==> config.mk <==
export PLATFORM = sky130hd
export DESIGN_NAME = huffman_packer
export DESIGN_NICKNAME = d
export VERILOG_FILES = /design/src/rtl/huffman_pkg.sv /design/src/rtl/huffman_code_lut.sv /design/src/rtl/huffman_packer.sv
export SDC_FILE = /design/constraint.sdc
export NUM_CORES = 1
export LEC_CHECK = 0
export BUFFER_PORTS_ARGS = -buffer_cell sky130_fd_sc_hd__buf_2
export CAP_MARGIN = 20
export CORE_MARGIN = 8
export CORE_UTILIZATION = 37
export DETAILED_ROUTE_END_ITERATION = 16
export PLACE_DENSITY_LB_ADDON = 0.15
export SYNTH_ARGS = -nofsm -noshare
export SYNTH_HDL_FRONTEND = slang
export SYNTH_SLANG_ARGS = --single-unit
==> constraint.sdc <==
create_clock -name clk -period 5.5 [get_ports clk]
set_input_delay 1.1 -clock clk [delete_from_list [all_inputs] [get_ports clk]]
set_output_delay 1.1 -clock clk [all_outputs]
set_load 0.005 [all_outputs]
==> src/rtl/huffman_pkg.sv <==
// Shared constants, FSM state type and mask popcount helper for the Huffman packer.
package huffman_pkg;

    localparam int NSYM   = 6;
    localparam int BYTE_W = 8;

    typedef enum logic [1:0] {
        IDLE,
        RUN,
        FLUSH
    } state_t;

    // Code length is the number of set bits in a mask; callers zero-extend the mask.
    function automatic int unsigned popcount(input logic [31:0] v);
        int unsigned n;
        n = 0;
        for (int i = 0; i < 32; i++) begin
            n = n + {31'd0, v[i]};
        end
        return n;
    endfunction

endpackage

==> src/rtl/huffman_code_lut.sv <==
// Six-entry {code, length} table loaded on code_valid, plus the symbol lookup.
module huffman_code_lut
    import huffman_pkg::*;
#(
    parameter  int CODE_W = 8,
    localparam int LEN_W  = $clog2(CODE_W + 1)
) (
    input  logic              clk,
    input  logic              reset,
    input  logic              code_valid,
    input  logic [CODE_W-1:0] hc   [NSYM],
    input  logic [CODE_W-1:0] mask [NSYM],
    input  logic [7:0]        sym,
    output logic [CODE_W-1:0] code,
    output logic [LEN_W-1:0]  len,
    output logic              illegal
);

    logic [CODE_W-1:0] code_tbl [NSYM];
    logic [LEN_W-1:0]  len_tbl  [NSYM];

    // Codes are stored masked so stray bits above the code length never reach the accumulator.
    always_ff @(posedge clk or negedge reset) begin
        if (!reset) begin
            for (int i = 0; i < NSYM; i++) begin
                code_tbl[i] <= '0;
                len_tbl[i]  <= '0;
            end
        end else if (code_valid) begin
            for (int i = 0; i < NSYM; i++) begin
                code_tbl[i] <= hc[i] & mask[i];
                len_tbl[i]  <= LEN_W'(popcount(32'(mask[i])));
            end
        end
    end

    always_comb begin
        code    = '0;
        len     = '0;
        illegal = 1'b1;
        for (int i = 0; i < NSYM; i++) begin
            if (sym == 8'(i + 1)) begin
                code    = code_tbl[i];
                len     = len_tbl[i];
                illegal = (len_tbl[i] == '0);
            end
        end
    end

endmodule

==> src/rtl/huffman_packer.sv <==
// Maps gray symbols to Huffman codes and packs them MSB-first into a valid/ready byte stream.
module huffman_packer
    import huffman_pkg::*;
#(
    parameter int CODE_W = 8
) (
    input  logic              clk,
    input  logic              reset,
    input  logic              code_valid,
    input  logic [CODE_W-1:0] HC1,
    input  logic [CODE_W-1:0] HC2,
    input  logic [CODE_W-1:0] HC3,
    input  logic [CODE_W-1:0] HC4,
    input  logic [CODE_W-1:0] HC5,
    input  logic [CODE_W-1:0] HC6,
    input  logic [CODE_W-1:0] M1,
    input  logic [CODE_W-1:0] M2,
    input  logic [CODE_W-1:0] M3,
    input  logic [CODE_W-1:0] M4,
    input  logic [CODE_W-1:0] M5,
    input  logic [CODE_W-1:0] M6,
    input  logic              sym_valid,
    input  logic [7:0]        sym_data,
    input  logic              sym_last,
    output logic              sym_ready,
    output logic              out_valid,
    output logic [7:0]        out_data,
    output logic              out_last,
    input  logic              out_ready,
    output logic              sym_err
);

    localparam int ACC_W = 2 * CODE_W;
    localparam int LEN_W = $clog2(CODE_W + 1);
    localparam int CNT_W = $clog2(ACC_W + 1);

    logic [CODE_W-1:0] hc   [NSYM];
    logic [CODE_W-1:0] mask [NSYM];
    logic [CODE_W-1:0] code;
    logic [LEN_W-1:0]  len;
    logic              illegal;

    state_t            state, state_next;
    logic [ACC_W-1:0]  acc;
    logic [CNT_W-1:0]  bit_cnt;
    logic [CNT_W-1:0]  shift;
    logic              accept, slot_free, last_pending, emit_full, emit_tail;

    assign hc   = '{HC1, HC2, HC3, HC4, HC5, HC6};
    assign mask = '{M1, M2, M3, M4, M5, M6};

    huffman_code_lut #(.CODE_W(CODE_W)) u_lut (
        .clk        (clk),
        .reset      (reset),
        .code_valid (code_valid),
        .hc         (hc),
        .mask       (mask),
        .sym        (sym_data),
        .code       (code),
        .len        (len),
        .illegal    (illegal)
    );

    assign sym_ready    = (state == RUN) && (bit_cnt < CNT_W'(BYTE_W));
    assign accept       = sym_valid && sym_ready;
    assign slot_free    = !out_valid || out_ready;
    assign last_pending = out_valid && out_last;
    assign emit_full    = (bit_cnt >= CNT_W'(BYTE_W)) && slot_free;
    // The tail byte also covers a frame that ends with nothing pending: it goes out as 0x00.
    assign emit_tail    = (state == FLUSH) && (bit_cnt < CNT_W'(BYTE_W)) && slot_free && !last_pending;
    assign shift        = CNT_W'(ACC_W) - bit_cnt - CNT_W'(len);

    always_ff @(posedge clk or negedge reset) begin
        if (!reset) begin
            state <= IDLE;
        end else begin
            state <= state_next;
        end
    end

    always_comb begin
        state_next = state;
        case (state)
            IDLE:    if (code_valid) state_next = RUN;
            RUN:     if (accept && sym_last) state_next = FLUSH;
            FLUSH:   if (last_pending && out_ready) state_next = RUN;
            default: state_next = IDLE;
        endcase
    end

    // Appends and byte moves are mutually exclusive because intake requires fewer than 8 bits held.
    always_ff @(posedge clk or negedge reset) begin
        if (!reset) begin
            acc       <= '0;
            bit_cnt   <= '0;
            out_valid <= 1'b0;
            out_data  <= '0;
            out_last  <= 1'b0;
            sym_err   <= 1'b0;
        end else begin
            if (out_valid && out_ready) begin
                out_valid <= 1'b0;
            end
            if (accept) begin
                if (illegal) begin
                    sym_err <= 1'b1;
                end else begin
                    acc     <= acc | (ACC_W'(code) << shift);
                    bit_cnt <= bit_cnt + CNT_W'(len);
                end
            end else if (emit_full) begin
                out_valid <= 1'b1;
                out_data  <= acc[ACC_W-1 -: BYTE_W];
                out_last  <= (state == FLUSH) && (bit_cnt == CNT_W'(BYTE_W));
                acc       <= acc << BYTE_W;
                bit_cnt   <= bit_cnt - CNT_W'(BYTE_W);
            end else if (emit_tail) begin
                out_valid <= 1'b1;
                out_data  <= acc[ACC_W-1 -: BYTE_W];
                out_last  <= 1'b1;
                acc       <= '0;
                bit_cnt   <= '0;
            end
        end
    end

endmodule

Word level (Yosys, flattened, before mapping). Index checks and enable logic that the tools add are counted.

Bitwise operators: 8. Equality and inequality tests: 13. Shifts and indexed selects: 1. Reduce and logical (&&, ||, !) cells: 27. Mux-type cells: 38. Order comparisons: 2. $add $sub $neg: 46.

Operator list (number): $add A4 B1 Y4 (36); $mux W16 (4); $mux W8 (8); $and A8 B8 Y8 (6); $eq A8 B3 Y1 const B (3); $logic_not A4 Y1 (6); $mux W4 (6); $mux W5 (4); $eq A8 B2 Y1 const B (2); $or A16 B16 Y16 (1); $shl A8 B5 Y16 (1); $add A1 B1 Y2 (6); $mux W1 (12); $logic_and A1 B1 Y1 (11); $eq A8 B1 Y1 const B (1); $mux W2 (3); $ne A2 B2 Y1 const B (3); $pmux W2 S3 (1); $reduce_and A2 Y1 (3); $add A5 B4 Y5 (1); $eq A5 B4 Y1 const B (1); $ge A5 B4 Y1 const B (1); $lt A5 B4 Y1 const B (1); $sub A5 B4 Y5 (1); other kinds (12) (13).

Input port bits: 110. Flip-flop bits (word level): 106. Output and inout port bits: 12. Logic and storage cells: 154.

Depth between registers and ports, before layout.
Word-level depth: 12. Mapped depth: 17.

Cells and area by module. From an unflattened synthesis, not the netlist that was laid out.

Cell total of the unflattened synthesis: 741. Area total of the unflattened synthesis: 6914.1 sq um.

Modules (own cells, without submodules): huffman_code_lut (cells an instance 516, times used 1, area an instance 4650.7 sq um); huffman_packer (cells an instance 225, times used 1, area an instance 2263.4 sq um).

Worst setup path after synthesis. OpenSTA, ideal clock, no wires.

Path kind: input-to-reg. Start point: in sym_data[1]. End point: reg acc[8]. Setup time: 0.067 ns. Path slack: 0.849 ns. Arrival time: 4.584 ns. Stages on the path: 15. Required time: 5.433 ns. Cells stage by stage: buf_6 -> buf_2 -> buf_1 -> mux2_2 -> a221o_1 -> and3_1 -> inv_1 -> ha_1 -> fa_1 -> xor2_1 -> nand3_1 -> nor4_1 -> a211o_1 -> a41o_1 -> o221a_1.

Word-level cells in the longest chain between the ends: 12. Elaborated cells between the ends (all ways): 31. Those cells by class: 1 x add/sub; 7 x eq/ne; 1 x shift; 20 x mux; 1 x bitwise; 1 x reduce/logical.

Ends and longest elaborated chain: from (decl) (RTL line huffman_packer.sv:23) `input logic [7:0] sym_data,`; $eq A8 B1 Y1 (RTL line huffman_code_lut.sv:42) `if (sym == 8'(i + 1)) begin`; $mux W4 (6 in a row) (RTL line huffman_code_lut.sv:42); $sub A5 B4 Y5 (RTL line huffman_packer.sv:71) `assign shift = CNT_W'(ACC_W) - bit_cnt - CNT_W'(len);`; $shl A8 B5 Y16 (RTL line huffman_packer.sv:108) `acc <= acc | (ACC_W'(code) << shift);`; $or A16 B16 Y16 (RTL line huffman_packer.sv:108); $mux W16 (RTL line huffman_packer.sv:105) `if (illegal) begin`; $mux W16 (RTL line huffman_packer.sv:104) `if (accept) begin`; to (signal assigned) (RTL line huffman_packer.sv:108); to (signal assigned) (RTL line huffman_packer.sv:115) `acc <= acc << BYTE_W;`; to (decl) (RTL line huffman_packer.sv:44) `logic [ACC_W-1:0] acc;`.

Parallel ways exist; a longest one is shown, timed or not. The select of a mux whose other input is x is not followed. A chain may end at the register's enable or synchronous reset.

Worst setup path in the final report.
Start point: in sym_data[1]. End point: reg acc[15].

Same word-level chain as after synthesis.

==> results.tsv <==
metric	value	unit
cts_resized	0	
vdd_drop_max	0.146	mV
synth.most_common_cell	inv_1	
fillCellCount	1940	
num_rows	51	
gp_congestion	0.845	
cp_slowest_stage_delay	0.58	ns
dp.cells	1098	
grt_pass1_wl	31.1	mm
synth-async-reset-ratio	1.00	
globalRouteMet2Util	0.241	
met1_usage	0.231	
die_x	155	µm
synth_seq_cells	106	
critical_path.top_delay_family	compound AO/OA/AOI/OAI gates	
diodes	0	
regArea	2650	µm²
crit_chain	buf_2 > nor2b_1 > a221o_1 > and3_1 > ha_1 > inv_1 > ha_1 > clkinv_1 > nand2_1 > o22ai_1 > a211oi_2 > o22ai_1 > a31o_1	
multiInputGateArea	3790	µm²
tns	0	ns
p_sw_frac	0.365	
io_pins	122	
via_count	5629	
max-slew-margin-rel	0.391	
synth_top_area_share	0.372	
pwr-share-comb	0.351	
worst-path-max-fanout	29	
ys_seq_area_frac	0.372	
crit_path_end_kind	register	
cts_setup_buffers	0	
firstDrtPassIters	5	
clock_skew	0.0128	ns
required	5.75	ns
outcome	complete, no violations	
cts.sinks	106	
cp.arrival	4.90	ns
area_growth	15.7	%
avgSynthCellArea	9.65	µm²
track_usage	0.163	
clk_pin_slew	0.07	ns
clock_power_share	0.258	
numCtsBuffers	9	
slowest_stage	ha_1	
route.detailed.drc	0	
syn_nets	906	
crit_type	in -> reg	
drive_gt1_frac	0.234	
switchingPower	0.921	mW
power.density	306	nW/µm²
antenna_found_initial	0	
drv_cap	0	
cts_tree	built	
finalSetupViolCount	0	
num-nets-final	1011	
wl_per_cell	16.8	µm
min_period	4.65	ns
grt_max_degree	91	
period_share	0.845	
power_frac_seq	0.391	
grt-ovfl-total	0	
slew_violations	0	
routed_via_density	5.05	
cts_root_buffer	clkbuf_16	
clk_path_buf_depth	2	
yosys-top-cells-count	inv_1, dfrtp_1, o21ai_0	
synthCells	740	
worstSetupStartpointType	input pin	
clock_latency	0.36	ns
instances_no_fill	1115	
worstMarginPinSlew	0.914	ns
critPathBufInv	3	
place_hpwl	14.6	mm
power.internal	1.60	mW
synthTopCellsByArea	dfrtp_1, fa_1, inv_1	
yosysTopAreaCell	dfrtp_1	
max_freq	215	MHz
ant_nets	0	
final-hold-violation-count	0	
drt_iter0_drc	345	
hold_class	reg -> reg	
grt.met3_usage	0.0322	
leakage	3.92	nW
die_h	155	µm
grt_pass1_vias	5883	
drt-total-wl	18.7	mm
hold_buffers	0	
ys.flop_type	dfrtp_1	
dieArea	24000	µm²
final_util	0.430	
port_buffers	121	
synth_edf_count	0	
syn_area	7140	µm²
cts_htree_levels	3	
grt.busiest_layer	met2	
yosys.cell_types.count	75	
core-area	19200	µm²
yosysWarnings	0	
rsz0062_at_grt	false	
start_util	0.372	
-- metal layers --
metal / wire, µm / up-vias
met5: 0 / -
met4: 353 / 0
li1: - / 2772
met2: 8150 / 150
met1: 9260 / 2687
met3: 929 / 20
-- final cells by class --
| class | instances | share of cell area |
|---|---|---|
| multi-input cells | 460 | 0.459 |
| flip-flops and latches | 106 | 0.321 |
| repair buffers | 129 | 0.0812 |
| inverters | 139 | 0.0632 |
| well taps | 265 | 0.0402 |
| clock buffers | 10 | 0.0289 |
| clock inverters | 6 | 0.00652 |
-- placed cells by master, fill, tap and decap left out, types with 10 or more instances in the layout --
| cell | count |
|---|---|
| a22o_1 | 10 |
| o22ai_1 | 18 |
| dfrtp_1 | 106 |
| ha_1 | 29 |
| xnor2_1 | 10 |
| mux2_2 | 25 |
| fa_1 | 27 |
| a21oi_1 | 14 |
| nor2_1 | 18 |
| o21ai_0 | 55 |
| buf_4 | 10 |
| nand2b_1 | 14 |
| inv_1 | 137 |
| nand2_1 | 45 |
| buf_2 | 119 |
| mux2i_1 | 26 |
| nand3_1 | 54 |
-- stage by stage --
step                      instance area (µm²)  setup WS, ns  hold WS (ns)  total power, mW
after floorplan                          7140         0.849         0.449             1.60
after global placement                   7960         0.558         0.472             1.88
after detailed placement                 7960         0.528         0.485             1.89
after CTS                                8250         0.911         0.503             2.55
after global routing                     8260         0.570         0.514             2.71
final                                    8260         0.850         0.499             2.52
-- state kept, by name, indices dropped and copies added, names as in the netlist --
signal          count
out_data            8
bit_cnt             5
u_lut.len_tbl      24
out_last            1
out_valid           1
acc                16
sym_err             1
u_lut.code_tbl     48
state               2
-- worst reg2reg max path, stage by stage, from the launching register on --
cell      delay (ns)
dfrtp_1         0.41
nand2_1         0.08
o21ai_0         0.09
a221o_1         0.36
and3_1          0.20
ha_1            0.30
inv_1           0.05
ha_1            0.58
clkinv_1        0.44
nand2_1         0.25
o22ai_1         0.12
a211oi_2        0.33
o22ai_1         0.18
a31o_1          0.23
-- cells by family after synthesis --
group / count (synthesis) / share of synthesized area
AO/OA/AOI/OAI: 160 / 0.157
XOR/XNOR: 14 / 0.0172
multiplexers: 63 / 0.113
flip-flops: 106 / 0.372
adder cells (fa/ha/maj): 56 / 0.127
AND/OR/NAND/NOR: 167 / 0.117
buffers and inverters: 174 / 0.0978
-- power groups by stage --
| stage | Clock, mW | Sequential, mW | Combinational (mW) |
|---|---|---|---|
| after floorplan | 0 | 0.965 | 0.633 |
| after global routing | 0.702 | 1.01 | 1.01 |
| after global placement | 0 | 1.00 | 0.880 |
| final | 0.651 | 0.987 | 0.884 |
| after detailed placement | 0 | 1.01 | 0.882 |
| after CTS | 0.676 | 0.990 | 0.887 |
-- path summary, 6_finish.rpt --
path                                  start            endpoint  slack (ns)  cells after the start
max in group asynchronous             reset  u_lut.code_tbl[41]        3.59                      2
hold / removal                       acc[4]              acc[4]        0.50                      2
min in group asynchronous             reset           out_valid        0.83                      1
setup / recovery                sym_data[1]             acc[15]        0.85                     13
setup reg to reg           u_lut.len_tbl[1]             acc[15]        1.79                     13
hold reg to reg                      acc[4]              acc[4]        0.50                      2
Note: power is estimated with default switching activity, not from simulation.
